**src/rtl/pcm_pkg.sv**
```systemverilog
// Shared PCM definitions: serial frame format encodings and the parameter
// legality checks used by the audio serialisers.
package pcm_pkg;

  // Frame format selector; the reserved code falls back to I2S.
  typedef enum logic [1:0] {
    FMT_I2S  = 2'b00,
    FMT_LJ   = 2'b01,
    FMT_RJ   = 2'b10,
    FMT_RSVD = 2'b11
  } fmt_e;

  // Sample width must fit the supported 8..32 bit range.
  function automatic bit data_w_ok(input int data_w);
    return (data_w >= 8) && (data_w <= 32);
  endfunction

  // A slot needs one spare bck so the I2S one-bit delay still fits.
  function automatic bit slot_w_ok(input int data_w, input int slot_w);
    return slot_w >= data_w + 1;
  endfunction

  // bck is a 50% duty clock derived from scki, so the divider must be even.
  function automatic bit bck_div_ok(input int bck_div);
    return (bck_div >= 2) && ((bck_div % 2) == 0);
  endfunction

endpackage

```
**src/rtl/shift_register.sv**
```systemverilog
// Parallel-load, MSB-first shift register. The MSB is presented directly
// from the register so the serial output is glitch-free.
module shift_register
  import pcm_pkg::*;
#(
  parameter int WIDTH = 32
) (
  input  logic             clk,
  input  logic             rst,
  input  logic             load,
  input  logic             shift,
  input  logic [WIDTH-1:0] din,
  output logic             msb
);

  logic [WIDTH-1:0] q_reg;
  logic [WIDTH-1:0] shifted;

  genvar gi;
  generate
    // Each bit takes its lower neighbour on a shift; bit 0 fills with zero.
    for (gi = 0; gi < WIDTH; gi++) begin : g_shift
      if (gi == 0) begin : g_lsb
        assign shifted[gi] = 1'b0;
      end else begin : g_bit
        assign shifted[gi] = q_reg[gi-1];
      end
    end
  endgenerate

  // Load takes priority over shift; cleared while rst is low.
  always_ff @(posedge clk) begin
    if (!rst) begin
      q_reg <= '0;
    end else if (load) begin
      q_reg <= din;
    end else if (shift) begin
      q_reg <= shifted;
    end
  end

  assign msb = q_reg[WIDTH-1];

endmodule

```
**src/rtl/i2s_tx.sv**
```systemverilog
// I2S / left-justified / right-justified stereo transmitter. A one-deep
// holding register accepts sample pairs; each frame start moves the held
// pair into the active slot words, which are serialised MSB first.
module i2s_tx
  import pcm_pkg::*;
#(
  parameter int DATA_W  = 24,
  parameter int SLOT_W  = 32,
  parameter int BCK_DIV = 4
) (
  input  logic              scki,
  input  logic              rst,
  input  logic [1:0]        fmt,
  input  logic              s_valid,
  output logic              s_ready,
  input  logic [DATA_W-1:0] s_left,
  input  logic [DATA_W-1:0] s_right,
  output logic              bck,
  output logic              lrck,
  output logic              adata,
  output logic              underrun
);

  localparam int DIV_W     = $clog2(BCK_DIV);
  localparam int BIT_W     = $clog2(2 * SLOT_W);
  localparam int LJ_SHIFT  = SLOT_W - DATA_W;
  localparam int I2S_SHIFT = SLOT_W - DATA_W - 1;

  localparam logic [DIV_W-1:0] DIV_LAST = DIV_W'(BCK_DIV - 1);
  localparam logic [DIV_W-1:0] DIV_HALF = DIV_W'(BCK_DIV / 2);
  localparam logic [DIV_W-1:0] DIV_ONE  = DIV_W'(1);
  localparam logic [BIT_W-1:0] BIT_LAST = BIT_W'(2 * SLOT_W - 1);
  localparam logic [BIT_W-1:0] BIT_ONE  = BIT_W'(1);
  localparam logic [BIT_W-1:0] RIGHT_K0 = BIT_W'(SLOT_W);

  // Reject illegal geometry at elaboration rather than producing a
  // silently broken frame.
  if (!data_w_ok(DATA_W)) begin : g_bad_data_w
    $error("i2s_tx: DATA_W must be in 8..32");
  end
  if (!slot_w_ok(DATA_W, SLOT_W)) begin : g_bad_slot_w
    $error("i2s_tx: SLOT_W must be at least DATA_W+1");
  end
  if (!bck_div_ok(BCK_DIV)) begin : g_bad_bck_div
    $error("i2s_tx: BCK_DIV must be even and at least 2");
  end

  // Place a sample inside its slot so the shifter only ever shifts out MSB
  // first: LJ starts at the slot MSB, I2S one bit later, RJ ends at the LSB.
  function automatic logic [SLOT_W-1:0] align_word(input logic [DATA_W-1:0] word,
                                                   input logic [1:0]        f);
    logic [SLOT_W-1:0] ext;
    ext = {{(SLOT_W - DATA_W){1'b0}}, word};
    case (f)
      FMT_LJ:  align_word = ext << LJ_SHIFT;
      FMT_RJ:  align_word = ext;
      default: align_word = ext << I2S_SHIFT;
    endcase
  endfunction

  // run_reg delays the divider by the release edge; primed_reg marks that
  // the first frame has begun, so the first wrap is itself a frame start.
  logic              run_reg;
  logic              primed_reg;
  logic [DIV_W-1:0]  div_reg;
  logic [DIV_W-1:0]  div_next;
  logic [BIT_W-1:0]  bit_reg;
  logic [BIT_W-1:0]  bit_next;
  logic              hold_valid_reg;
  logic [DATA_W-1:0] hold_left_reg;
  logic [DATA_W-1:0] hold_right_reg;
  logic [DATA_W-1:0] active_right_reg;
  logic [1:0]        fmt_reg;
  logic              bck_reg;
  logic              lrck_reg;
  logic              underrun_reg;

  logic              wrap;
  logic              frame_start;
  logic              right_start;
  logic              transfer;
  logic              sr_load;
  logic              sr_shift;
  logic [SLOT_W-1:0] sr_din;

  assign s_ready  = ~hold_valid_reg;
  assign transfer = s_valid & ~hold_valid_reg;

  // Divider, bit counter and slot-boundary decode.
  always_comb begin
    wrap        = 1'b0;
    frame_start = 1'b0;
    right_start = 1'b0;
    div_next    = div_reg;
    bit_next    = bit_reg;
    sr_load     = 1'b0;
    sr_shift    = 1'b0;
    sr_din      = '0;
    if (run_reg) begin
      if (div_reg == DIV_LAST) begin
        wrap     = 1'b1;
        div_next = '0;
      end else begin
        div_next = div_reg + DIV_ONE;
      end
    end
    if (wrap) begin
      if (!primed_reg || (bit_reg == BIT_LAST)) begin
        bit_next    = '0;
        frame_start = 1'b1;
      end else begin
        bit_next = bit_reg + BIT_ONE;
      end
      right_start = (bit_next == RIGHT_K0);
    end
    // Left word comes straight from the holding register with the fmt
    // being latched this edge; the right word uses the latched copies.
    if (frame_start) begin
      sr_load = 1'b1;
      sr_din  = align_word(hold_valid_reg ? hold_left_reg : '0, fmt);
    end else if (right_start) begin
      sr_load = 1'b1;
      sr_din  = align_word(active_right_reg, fmt_reg);
    end else begin
      sr_shift = wrap;
    end
  end

  // Timing counters and registered clock / word-select outputs.
  always_ff @(posedge scki) begin
    if (!rst) begin
      run_reg    <= 1'b0;
      primed_reg <= 1'b0;
      div_reg    <= '0;
      bit_reg    <= '0;
      bck_reg    <= 1'b0;
      lrck_reg   <= 1'b1;
    end else begin
      run_reg    <= 1'b1;
      primed_reg <= primed_reg | wrap;
      div_reg    <= div_next;
      bit_reg    <= bit_next;
      bck_reg    <= (div_next >= DIV_HALF);
      if (wrap) begin
        lrck_reg <= (bit_next >= RIGHT_K0);
      end
    end
  end

  // Holding register, frame-start handover and underrun detection.
  always_ff @(posedge scki) begin
    if (!rst) begin
      hold_valid_reg   <= 1'b0;
      hold_left_reg    <= '0;
      hold_right_reg   <= '0;
      active_right_reg <= '0;
      fmt_reg          <= FMT_I2S;
      underrun_reg     <= 1'b0;
    end else begin
      underrun_reg <= frame_start & ~hold_valid_reg;
      if (frame_start) begin
        active_right_reg <= hold_valid_reg ? hold_right_reg : '0;
        fmt_reg          <= fmt;
      end
      if (transfer) begin
        hold_valid_reg <= 1'b1;
        hold_left_reg  <= s_left;
        hold_right_reg <= s_right;
      end else if (frame_start) begin
        hold_valid_reg <= 1'b0;
      end
    end
  end

  shift_register #(
    .WIDTH(SLOT_W)
  ) u_ser (
    .clk  (scki),
    .rst  (rst),
    .load (sr_load),
    .shift(sr_shift),
    .din  (sr_din),
    .msb  (adata)
  );

  assign bck      = bck_reg;
  assign lrck     = lrck_reg;
  assign underrun = underrun_reg;

endmodule

```
**config.mk**
```make
export PLATFORM = sky130hd
export DESIGN_NAME = i2s_tx
export DESIGN_NICKNAME = d
export VERILOG_FILES = /design/src/rtl/pcm_pkg.sv /design/src/rtl/shift_register.sv /design/src/rtl/i2s_tx.sv
export SDC_FILE = /design/constraint.sdc
export NUM_CORES = 1
export LEC_CHECK = 0
export ABC_AREA = 0
export BUFFER_PORTS_ARGS = -buffer_cell sky130_fd_sc_hd__buf_2
export CAP_MARGIN = 20
export CORE_MARGIN = 2
export CORE_UTILIZATION = 60
export CTS_CLUSTER_SIZE = 28
export DETAILED_ROUTE_END_ITERATION = 8
export PLACE_DENSITY = 0.83
export SLEW_MARGIN = 20
export SYNTH_ARGS = -nofsm -noshare
export SYNTH_HDL_FRONTEND = slang
export SYNTH_HIERARCHICAL = 1
export SYNTH_SLANG_ARGS = --single-unit
export TNS_END_PERCENT = 100
```
**constraint.sdc**
```tcl
create_clock -name scki -period 3.83 [get_ports scki]
set_input_delay 0.5745 -clock scki [delete_from_list [all_inputs] [get_ports scki]]
set_output_delay 0.5745 -clock scki [all_outputs]
set_load 0.005 [all_outputs]
```
==> run metrics <==
Pleak 0.00287 uW; total CTS buffers 17; Die Ht 107 um; drt total wl 15.0 mm; post_cts resized 0; post-synthesis register bit count 119; Post-Syn Nets 777; post-synthesis cell area 6350 um2; P&R area growth vs syn 12.5%; FF-to-FF path depth 7; Seq/Total Area, Yosys 37.5%; hpwl dp 10.1 mm; Mean Syn Cell Area 8.85 um2; commonest non-fill, non-tap cell in the layout nand2_1; outcome finished clean; final critical path time including I/O delays and setup 3020 ps; R2R Setup Slk 810 ps; CTS Hold Bufs 0; RR Startpoint bit_reg[0]$_SDFF_PN0_; fin crit share 78.8%; post-route antenna net violation count 0; TNS Setup 0 ps; Register Area 2380 um2; worst vdd ir 0.313 mV; # IOs 58; most frequent cells in the layout 133 x nand2_1, 119 x dfxtp_1, 57 x buf_2; Starting Density 61.6%; crit path kind flip-flop to flip-flop; NumNets Final 800; worst-margin pin slew 1050 ps; Max Cap Violations 0; Arr. time, crit path 3440 ps; DP Worst Slack 846 ps; leading area contributor after synthesis dfxtp_1; CTS Root Cell clkbuf_8; WHS 290 ps; Initial DRC Count 400; crit-path max cell delay 860 ps; vias per cell 5.95; Buffers on Ports 57; CTS tree done; largest net degree at the start of global routing 65; FMAX 0.331 GHz; WHS Endpoint hold_left_reg[7]$_SDFFE_PN0P_; Async S/R FF share, synth 0%; die width 107 um; clock-pin slew on the worst setup and hold paths 50 ps; most frequently used flop master after synthesis dfxtp_1; ANT cells 0; Largest register FFs 32; DRT Pass-1 Iters 5; number of synthesized flops with an enable pin 0; Clock Path Buffers 2; Core Box Area 10,300 um2; cells along the critical path ha_1 > nand3_1 > mux2_2 > nand3_1 > and2_2 > mux2_2 > o211a_1; fin. max-slew vios 0; Final setup viols 0; Cell variety after synth 49; die area 11,400 um2; initial antenna violation count 0; Post-CTS Setup Bufs 0; GRT Residual Overflow 0; Setup crit start kind flip-flop; first-pass GRT wire length 24.4 mm; share of cells above drive strength 1 22.2%; multi-input logic area 3650 um2; hold depth 3; final worst setup slack 811 ps; slowest CP cell and2_2; GPL Wtd Cong 0.903; total number of vias 5,283; gr usage total 27.3%; Post-Syn Instances 718; Synth top area share 37.5%; Hold Path Origin s_left[7]; vias in the first global route 4,926; Crit. End Element flip-flop; Clock Latency Late Sink 530 ps; Area contributors post-synth dfxtp_1 37%, nand2_1 7.9%, mux2_4 6.9%; PD cells 427 nW/um2; CP required 4250 ps; Warnings, synthesis 6; wire per inst 16.9 um; drc violations 0; crit path max fanout 32; CTS sink cnt 119; RSZ-0062 raised after global routing false; clock skew 6.91 ps; Site Rows 37; fillcell total 821; Final Hold Viols 0; reg-to-reg endpoint u_ser/q_reg[31]$_SDFFE_PN0P_; CTS H-tree depth 4; Slew headroom 29.8%; worst min path class primary input to flip-flop
area by class of cell:
type                            instances  area share, %
Multi-Input combinational cell        531           51.1
Timing Repair Buffer                   67           5.04
Tap cell                              136           2.38
Inverter                                5          0.263
Sequential cell                       119           33.3
Clock buffer                           21           6.14
Clock inverter                          9           1.79
synth_stat cells, drive strengths merged (2+ instances only):
master,n
ha,6
dfxtp,119
a21oi,50
inv,5
a22o,24
mux2,32
nand3,8
o22ai,25
nand2b,22
buf,21
and2,4
o21a,3
a31oi,2
nor2,48
or3b,2
nor2b,5
nand4,8
clkbuf,42
o21ai,15
and3,2
a21boi,55
mux2i,2
o211a,31
nand2,133
nor3b,2
a22oi,32
or2b,10
routing by layer:
layer	global-route usage, %	vias up	routed length (um)
met2	42.3	150	7040
met1	36.3	2502	6690
met5	0	-	0
met3	6.38	31	803
met4	12.2	0	445
li1	-	2600	-
worst max path at each step:
| stage | start | endpoint | slack [ps] | cells past startpoint |
|---|---|---|---|---|
| 2_1_floorplan | bit_reg[0]$_SDFF_PN0_ | u_ser/q_reg[14]$_SDFFE_PN0P_ | 1250 | 8 |
| 3_3_place_gp | bit_reg[0]$_SDFF_PN0_ | u_ser/q_reg[31]$_SDFFE_PN0P_ | 930 | 7 |
| 3_5_place_dp | bit_reg[0]$_SDFF_PN0_ | u_ser/q_reg[31]$_SDFFE_PN0P_ | 850 | 7 |
| 4_1_cts | bit_reg[0]$_SDFF_PN0_ | u_ser/q_reg[31]$_SDFFE_PN0P_ | 830 | 7 |
| 5_1_grt | bit_reg[0]$_SDFF_PN0_ | u_ser/q_reg[31]$_SDFFE_PN0P_ | 670 | 7 |
| 6_report | bit_reg[0]$_SDFF_PN0_ | u_ser/q_reg[31]$_SDFFE_PN0P_ | 810 | 7 |
cell families after synthesis:
group,count (synthesis),synth area share (%)
flops,119,37.5
simple gates,250,18.3
buf+inv,68,5.43
xor+xnor,1,0.138
mux,34,7.70
fa+ha+maj,6,1.18
compound gates,240,29.8
critical path, delay by kind of cell, from the launching register on:
family	cells	cell delay, ps
fa+ha+maj	1	350
compound gates	1	210
mux	2	750
simple gates	3	1150
flops	1	420
stage by stage:
step | instance area (um2) | total power [uW] | instances | util [%]
6_report | 7150 | 3050 | 888 | 69.2
5_1_grt | 7150 | 3160 | 888 | 69.2
4_1_cts | 7150 | 3070 | 888 | 69.2
3_5_place_dp | 6580 | 1540 | 858 | 63.7
3_3_place_gp | 6580 | 1530 | 858 | 63.7
2_1_floorplan | 6350 | 1460 | 718 | -
where the power goes:
| part | switching, uW | leakage (uW) | internal, uW |
|---|---|---|---|
| combinational | 121 | 0.00163 | 79.2 |
| sequential | 36.4 | 0.000967 | 1280 |
| clock | 538 | 0.000270 | 995 |
| total | 695 | 0.00287 | 2350 |
Note: power is estimated with default switching activity, not from simulation.
